**src/rtl/erx_dispatch_pkg.sv**
```systemverilog
// Shared eMesh packet layout, class and dispatch-state types for the eLink RX dispatcher.
package erx_pkg;

    localparam int unsigned PKT_W        = 104;
    localparam int unsigned ACCESS_BIT   = 0;
    localparam int unsigned WRITE_BIT    = 1;
    localparam int unsigned DATAMODE_LSB = 2;
    localparam int unsigned CTRLMODE_LSB = 4;
    localparam int unsigned DSTADDR_LSB  = 8;
    localparam int unsigned DATA_LSB     = 40;
    localparam int unsigned SRCADDR_LSB  = 72;

    typedef enum logic [1:0] {
        CLS_WR = 2'd0,
        CLS_RD = 2'd1,
        CLS_RR = 2'd2
    } cls_e;

    typedef enum logic [1:0] {
        ST_EMPTY   = 2'd0,
        ST_ISSUE   = 2'd1,
        ST_BLOCKED = 2'd2
    } disp_state_e;

    function automatic logic [PKT_W-1:0] erx_pack(
        input logic        write,
        input logic [1:0]  datamode,
        input logic [3:0]  ctrlmode,
        input logic [31:0] dstaddr,
        input logic [31:0] data,
        input logic [31:0] srcaddr
    );
        return {srcaddr, data, dstaddr, ctrlmode, datamode, write, 1'b1};
    endfunction

endpackage

```
**src/rtl/erx_dispatch_if.sv**
```systemverilog
// Egress bundle of the RX dispatcher: write, read-request and read-response channels.
interface erx_dispatch_if;
    import erx_pkg::*;

    logic             wr_access;
    logic [PKT_W-1:0] wr_packet;
    logic             wr_wait;
    logic             rd_access;
    logic [PKT_W-1:0] rd_packet;
    logic             rd_wait;
    logic             rr_access;
    logic [PKT_W-1:0] rr_packet;
    logic             rr_wait;

    modport master (
        output wr_access, wr_packet, rd_access, rd_packet, rr_access, rr_packet,
        input  wr_wait, rd_wait, rr_wait
    );

    modport slave (
        input  wr_access, wr_packet, rd_access, rd_packet, rr_access, rr_packet,
        output wr_wait, rd_wait, rr_wait
    );

endinterface

```
**src/rtl/erx_dispatch_fifo.sv**
```systemverilog
// Skid FIFO for decoded eMesh packets; the caller guarantees no write when full unless reading.
module erx_dispatch_fifo
    import erx_pkg::*;
#(
    parameter  int unsigned DEPTH = 8,
    localparam int unsigned AW    = $clog2(DEPTH)
) (
    input  logic             rx_lclk_div4,
    input  logic             reset,
    input  logic             wr_en,
    input  logic             rd_en,
    input  logic [PKT_W-1:0] din,
    output logic [PKT_W-1:0] dout,
    output logic [AW:0]      count,
    output logic             full,
    output logic             empty
);

    localparam logic [AW:0] ONE = (AW+1)'(1);

    logic [PKT_W-1:0] mem [DEPTH];
    logic [AW-1:0]    wr_ptr;
    logic [AW-1:0]    rd_ptr;

    always_ff @(posedge rx_lclk_div4 or posedge reset) begin
        if (reset) begin
            wr_ptr <= '0;
            rd_ptr <= '0;
            count  <= '0;
        end else begin
            if (wr_en) wr_ptr <= wr_ptr + 1'b1;
            if (rd_en) rd_ptr <= rd_ptr + 1'b1;
            case ({wr_en, rd_en})
                2'b10:   count <= count + ONE;
                2'b01:   count <= count - ONE;
                default: count <= count;
            endcase
        end
    end

    // Storage carries no reset: discarded entries are invalidated by the pointers alone.
    always_ff @(posedge rx_lclk_div4) begin
        if (wr_en) mem[wr_ptr] <= din;
    end

    assign dout  = mem[rd_ptr];
    assign full  = (count == (AW+1)'(DEPTH));
    assign empty = (count == '0);

endmodule

```
**src/rtl/erx_dispatch.sv**
```systemverilog
// eLink RX dispatcher: buffers decoded eMesh packets and issues them in order to wr/rd/rr channels.
// Optional build macro ERX_DISPATCH_STATS_EN adds saturating issue/blocked statistics outputs.
module erx_dispatch
    import erx_pkg::*;
#(
    parameter int unsigned DEPTH       = 8,
    parameter int unsigned WAIT_MARGIN = 4,
    parameter int unsigned ID_W        = 12
) (
    input  logic            rx_lclk_div4,
    input  logic            reset,
    input  logic            emesh_rx_access,
    input  logic            emesh_rx_write,
    input  logic [1:0]      emesh_rx_datamode,
    input  logic [3:0]      emesh_rx_ctrlmode,
    input  logic [31:0]     emesh_rx_dstaddr,
    input  logic [31:0]     emesh_rx_srcaddr,
    input  logic [31:0]     emesh_rx_data,
    output logic            emesh_rx_wr_wait,
    output logic            emesh_rx_rd_wait,
    input  logic [ID_W-1:0] cfg_id,
    erx_dispatch_if.master  egress,
`ifdef ERX_DISPATCH_STATS_EN
    output logic [15:0]     stat_wr,
    output logic [15:0]     stat_rd,
    output logic [15:0]     stat_rr,
    output logic [15:0]     stat_blk,
`endif
    output logic            ovf_err
);

    localparam int unsigned AW          = $clog2(DEPTH);
    localparam logic [AW:0] ONE         = (AW+1)'(1);
    localparam logic [AW:0] WAIT_THRESH = (AW+1)'(DEPTH - WAIT_MARGIN);

    logic [PKT_W-1:0] head;
    logic [AW:0]      count;
    logic [AW:0]      count_next;
    logic             full;
    logic             empty;
    logic             issue;
    logic             enq;
    logic             drop;
    logic             head_wait;
    cls_e             head_cls;
    disp_state_e      state;

    erx_dispatch_fifo #(.DEPTH(DEPTH)) u_fifo (
        .rx_lclk_div4 (rx_lclk_div4),
        .reset        (reset),
        .wr_en        (enq),
        .rd_en        (issue),
        .din          (erx_pack(emesh_rx_write, emesh_rx_datamode, emesh_rx_ctrlmode,
                                emesh_rx_dstaddr, emesh_rx_data, emesh_rx_srcaddr)),
        .dout         (head),
        .count        (count),
        .full         (full),
        .empty        (empty)
    );

    // Dispatch state is derived from occupancy and the head's channel wait, not stored.
    always_comb begin
        head_cls  = CLS_WR;
        head_wait = 1'b0;
        state     = ST_ISSUE;
        if (!head[WRITE_BIT])
            head_cls = CLS_RD;
        else if (head[DSTADDR_LSB+31 -: ID_W] == cfg_id)
            head_cls = CLS_RR;
        case (head_cls)
            CLS_RD:  head_wait = egress.rd_wait;
            CLS_RR:  head_wait = egress.rr_wait;
            default: head_wait = egress.wr_wait;
        endcase
        if (empty)
            state = ST_EMPTY;
        else if (head_wait)
            state = ST_BLOCKED;
    end

    // An issue on the same edge frees a slot, so a full FIFO still accepts.
    always_comb begin
        issue      = (state == ST_ISSUE);
        enq        = emesh_rx_access && (!full || issue);
        drop       = emesh_rx_access && full && !issue;
        count_next = count;
        if (enq && !issue)
            count_next = count + ONE;
        else if (!enq && issue)
            count_next = count - ONE;
    end

    always_ff @(posedge rx_lclk_div4 or posedge reset) begin
        if (reset) begin
            egress.wr_access <= 1'b0;
            egress.rd_access <= 1'b0;
            egress.rr_access <= 1'b0;
            egress.wr_packet <= '0;
            egress.rd_packet <= '0;
            egress.rr_packet <= '0;
            emesh_rx_wr_wait <= 1'b0;
            emesh_rx_rd_wait <= 1'b0;
            ovf_err          <= 1'b0;
        end else begin
            egress.wr_access <= issue && (head_cls == CLS_WR);
            egress.rd_access <= issue && (head_cls == CLS_RD);
            egress.rr_access <= issue && (head_cls == CLS_RR);
            if (issue && head_cls == CLS_WR) egress.wr_packet <= head;
            if (issue && head_cls == CLS_RD) egress.rd_packet <= head;
            if (issue && head_cls == CLS_RR) egress.rr_packet <= head;
            emesh_rx_wr_wait <= (count_next >= WAIT_THRESH);
            emesh_rx_rd_wait <= (count_next >= WAIT_THRESH);
            ovf_err          <= ovf_err | drop;
        end
    end

`ifdef ERX_DISPATCH_STATS_EN
    always_ff @(posedge rx_lclk_div4 or posedge reset) begin
        if (reset) begin
            stat_wr  <= '0;
            stat_rd  <= '0;
            stat_rr  <= '0;
            stat_blk <= '0;
        end else begin
            if (issue && head_cls == CLS_WR && stat_wr != '1) stat_wr <= stat_wr + 16'd1;
            if (issue && head_cls == CLS_RD && stat_rd != '1) stat_rd <= stat_rd + 16'd1;
            if (issue && head_cls == CLS_RR && stat_rr != '1) stat_rr <= stat_rr + 16'd1;
            if (state == ST_BLOCKED && stat_blk != '1)        stat_blk <= stat_blk + 16'd1;
        end
    end
`endif

endmodule

```
**src/flat_wrapper.sv**
```systemverilog
// flat-port wrapper written by rule: the top's interface ports become plain ports
module erx_dispatch_flat import erx_pkg::*;
#(
    parameter int unsigned DEPTH       = 8,
    parameter int unsigned WAIT_MARGIN = 4,
    parameter int unsigned ID_W        = 12
)
  (rx_lclk_div4, reset, emesh_rx_access, emesh_rx_write, emesh_rx_datamode, emesh_rx_ctrlmode, emesh_rx_dstaddr, emesh_rx_srcaddr, emesh_rx_data, emesh_rx_wr_wait, emesh_rx_rd_wait, cfg_id, ovf_err, egress_wr_access, egress_wr_packet, egress_rd_access, egress_rd_packet, egress_rr_access, egress_rr_packet, egress_wr_wait, egress_rd_wait, egress_rr_wait);
  erx_dispatch_if egress_i ();
  input  logic rx_lclk_div4;
  input  logic reset;
  input  logic emesh_rx_access;
  input  logic emesh_rx_write;
  input  logic [1:0] emesh_rx_datamode;
  input  logic [3:0] emesh_rx_ctrlmode;
  input  logic [31:0] emesh_rx_dstaddr;
  input  logic [31:0] emesh_rx_srcaddr;
  input  logic [31:0] emesh_rx_data;
  output logic emesh_rx_wr_wait;
  output logic emesh_rx_rd_wait;
  input  logic [ID_W-1:0] cfg_id;
  output logic ovf_err;
  output wire logic [$bits(egress_i.wr_access)-1:0] egress_wr_access;
  output wire logic [$bits(egress_i.wr_packet)-1:0] egress_wr_packet;
  output wire logic [$bits(egress_i.rd_access)-1:0] egress_rd_access;
  output wire logic [$bits(egress_i.rd_packet)-1:0] egress_rd_packet;
  output wire logic [$bits(egress_i.rr_access)-1:0] egress_rr_access;
  output wire logic [$bits(egress_i.rr_packet)-1:0] egress_rr_packet;
  input wire logic [$bits(egress_i.wr_wait)-1:0] egress_wr_wait;
  input wire logic [$bits(egress_i.rd_wait)-1:0] egress_rd_wait;
  input wire logic [$bits(egress_i.rr_wait)-1:0] egress_rr_wait;
  assign egress_wr_access = egress_i.wr_access;
  assign egress_wr_packet = egress_i.wr_packet;
  assign egress_rd_access = egress_i.rd_access;
  assign egress_rd_packet = egress_i.rd_packet;
  assign egress_rr_access = egress_i.rr_access;
  assign egress_rr_packet = egress_i.rr_packet;
  assign egress_i.wr_wait = egress_wr_wait;
  assign egress_i.rd_wait = egress_rd_wait;
  assign egress_i.rr_wait = egress_rr_wait;
  erx_dispatch #(.DEPTH(DEPTH), .WAIT_MARGIN(WAIT_MARGIN), .ID_W(ID_W)) u_core (.rx_lclk_div4(rx_lclk_div4), .reset(reset), .emesh_rx_access(emesh_rx_access), .emesh_rx_write(emesh_rx_write), .emesh_rx_datamode(emesh_rx_datamode), .emesh_rx_ctrlmode(emesh_rx_ctrlmode), .emesh_rx_dstaddr(emesh_rx_dstaddr), .emesh_rx_srcaddr(emesh_rx_srcaddr), .emesh_rx_data(emesh_rx_data), .emesh_rx_wr_wait(emesh_rx_wr_wait), .emesh_rx_rd_wait(emesh_rx_rd_wait), .cfg_id(cfg_id), .egress(egress_i), .ovf_err(ovf_err));
endmodule
```
**config.mk**
```make
export PLATFORM = sky130hd
export DESIGN_NAME = erx_dispatch_flat
export DESIGN_NICKNAME = d
export VERILOG_FILES = /design/src/rtl/erx_dispatch_pkg.sv /design/src/rtl/erx_dispatch_if.sv /design/src/rtl/erx_dispatch_fifo.sv /design/src/rtl/erx_dispatch.sv /design/src/flat_wrapper.sv
export SDC_FILE = /design/constraint.sdc
export NUM_CORES = 1
export LEC_CHECK = 0
export ABC_AREA = 1
export ABC_CLOCK_PERIOD_IN_PS = 35300
export CAP_MARGIN = 20
export CORE_ASPECT_RATIO = 1.5
export CORE_MARGIN = 3
export CORE_UTILIZATION = 33
export CTS_CLUSTER_DIAMETER = 120
export CTS_CLUSTER_SIZE = 12
export DETAILED_ROUTE_END_ITERATION = 12
export MAX_ROUTING_LAYER = met4
export PLACE_DENSITY_LB_ADDON = 0.1
export REMOVE_ABC_BUFFERS = 1
export SETUP_SLACK_MARGIN = 0.1
export SLEW_MARGIN = 30
export SYNTH_ARGS = -nofsm -noshare
export SYNTH_HDL_FRONTEND = slang
export SYNTH_SLANG_ARGS = --single-unit
```
**constraint.sdc**
```tcl
create_clock -name rx_lclk_div4 -period 35.3 [get_ports rx_lclk_div4]
set_input_delay 7.06 -clock rx_lclk_div4 [delete_from_list [all_inputs] [get_ports rx_lclk_div4]]
set_output_delay 7.06 -clock rx_lclk_div4 [all_outputs]
set_load 0.005 [all_outputs]
```
==> run metrics <==
outcome complete, no violations; fin area about 54000 sq um; final worst slack roughly 24 ns; synth warn 0; Startpoint Class input pin; largest family of logic cells by synthesized area simple AND/OR/NAND/NOR gates; synthesized cell area 45000 sq um; Worst Path Arrival 11.90 ns; number of synthesized register bits roughly 1200; Nets 4410; CP top delay family simple AND/OR/NAND/NOR gates; Worst-Margin Slew approximately 1 ns; routed vias/inst 4.81; Final Setup Violations 0; peak supply drop between 0.06 and 0.07 mV; Avg Cell Area, Syn 11.5 sq um; CTS Hold Buffers Added 0; WS Path Type in -> reg; post-synthesis simple-gate area fraction 0.132; DR vias 29500; Period minus WS final approximately 12 ns; # resized after CTS 0; cell area power density 85.2 nW/um^2; WP data required 35.62 ns; drt total wl 128000 um; Final Hold Vio Count 0; Pwr Total about 4.6 mW; initial antenna violation count 23; gpl congestion 0.730; Placed Cells 5930; Compound-Gate Fraction of Synth Area 0.0915; All-Layer GR Usage 0.185; leakage power 20.5 nW; DIE HEIGHT 458 um; core box area approximately 140000 sq um; Slew Viols, Final 0; FMAX roughly 86 MHz; Mapped Cells 3921; clock skew 0.0290 ns; final setup TNS 0 ns; # DRC 0; Netlist cell types 29; Seq/Total Area, Yosys 0.732; Final ANT Viol Nets 0; PortBufs about 440; DP Area 51100 sq um; adder-cell share of the synthesized area 0.00111; CP max stage delay 0.78 ns; CTS tree built; CP cell instances clkdlybuf4s50_1 > nand3_1 > nand2_1 > nand2_1 > nor2_1 > nand4_1 > nand3_2 > nand2_4 > nand2_1 > nand2_1 > inv_1 > nand2_1 > nor2_4 > buf_4 > buf_4; RSZ-0062 raised after global routing no; Crit Path Max Fanout between 50 and 60; first drt pass iteration count 5; minimum hold slack 0.464 ns; I/O Pins 439; Num Clock Sinks 1151; layout cells sized above 1 0.0448; largest area contributor in the netlist edfxtp_1; Post-Synth XOR/XNOR Area 0.00136; Relative slew margins 0.344; DR WL/cell between 20 and 25 um; synth top area cells edfxtp_1 (55%), dfrtp_1 (18%), nand2_1 (6.6%); CTS Root Cell clkbuf_16; vias in the first global route 30000; most frequent CP cell nand2_1; Max Buffers Root-to-Sink 3; post-route core utilization 0.401; HPWL after detailed placement 74400 um; Layout Cells excl Fill 6142; mux share of post-synthesis cell area 0; DRT iter0 DRCs 1687; slowest CP cell buf_4; period utilisation layout 0.328; chip width 307 um; clk_lat worst skew 0.71 ns; Rows 165; Layout area overhead 20.5%; CTS H-tree depth 3; hold crit path type reg -> reg; largest net degree at the start of global routing 174; die area around 140000 sq um; Setup crit end kind flip-flop; clock-pin slew on the worst setup and hold paths 0.06 ns; first-pass GRT wire length 193000 um; CTS Buf Count 105; post-CTS setup buffer count 0; CP bufs+invs 4; dpl ws 22.74 ns; post-synth top area share 0.550; starting density of the core 0.333; Max Cap Violations 0; grt total ovfl 0
-- cell families after synthesis --
family | count (synthesis)
adder cells (fa/ha/maj) | 4
flip-flops | 1151
AND/OR/NAND/NOR | 1541
XOR/XNOR | 7
buffers and inverters | 448
AO/OA/AOI/OAI | 770
-- synth_stat cells, drive strengths merged --
master / count
nand4: 4
buf: 77
xor2: 5
a21oi: 1
nand2: 789
o22ai: 92
or2: 6
xnor2: 2
o21ai: 574
ha: 4
edfxtp: 824
dfrtp: 327
clkbuf: 158
nor3: 1
nand3: 86
inv: 213
o21a: 12
nor2: 655
a31oi: 90
o21bai: 1
-- final timing paths --
path                                                     to                  startpoint  slack [ns]  depth (start not counted)
worst max-delay path               u_core.u_fifo.mem[5][65]                  cfg_id[11]       23.72                         15
worst min-delay path             u_core.egress.wr_packet[1]  u_core.egress.wr_packet[1]        0.46                          1
worst max register to register     u_core.u_fifo.mem[5][65]     u_core.u_fifo.rd_ptr[0]       26.85                         23
worst min register to register   u_core.egress.wr_packet[1]  u_core.egress.wr_packet[1]        0.46                          1
max in group asynchronous       u_core.egress.wr_packet[86]                       reset       26.47                          4
min in group asynchronous        u_core.egress.wr_packet[0]                       reset        6.85                          2
-- layout by cell type (no fill, tap or decap), drive strengths merged, types with 5 or more instances in the layout --
cell type      netlist  final
a31oi               90     90
buf                 77     54
clkbuf             158    187
clkdlybuf4s50        0    438
dfrtp              327    327
diode                0     18
edfxtp             824    824
inv                213    216
nand2              789    789
nand3               86     86
nor2               655    655
o21a                12     12
o21ai              574    574
o22ai               92     92
or2                  6      6
xor2                 5      5
-- cell type report --
class                   instances  area [sq um]
clock inverters                 6          78.8
clock buffers                 187          2940
diodes                         18          45.0
multi-input cells            2322         10300
inverters                     213           837
fillers                     13100         80800
well taps                    1753          2190
flip-flops and latches       1151         32900
repair buffers                492          4900
-- state kept, by name (all words and copies together) (netlist names) --
name and cells:
u_core.egress.rd_access 1, u_core.egress.rd_packet 104, u_core.egress.rr_access 1, u_core.egress.rr_packet 104, u_core.egress.wr_access 1, u_core.egress.wr_packet 104, u_core.emesh_rx_wr_wait 1, u_core.ovf_err 1
u_core.u_fifo.count 4, u_core.u_fifo.mem 824, u_core.u_fifo.rd_ptr 3, u_core.u_fifo.wr_ptr 3
-- power by group --
group	switching, mW	internal [mW]	leakage [nW]	total, mW
Combinational	1.16	0.567	7.96	1.73
Sequential	0.116	1.72	11.1	1.83
Clock	0.498	0.560	1.43	1.06
-- per-layer routing --
layer	track usage	wire, um	vias up
met5	-	0	-
met4	0.0498	2530	0
met3	0.0378	6830	130
met2	0.310	63000	629
met1	0.229	55300	14700
li1	-	-	14100
No activity file was read; power rests on OpenSTA's default activity.
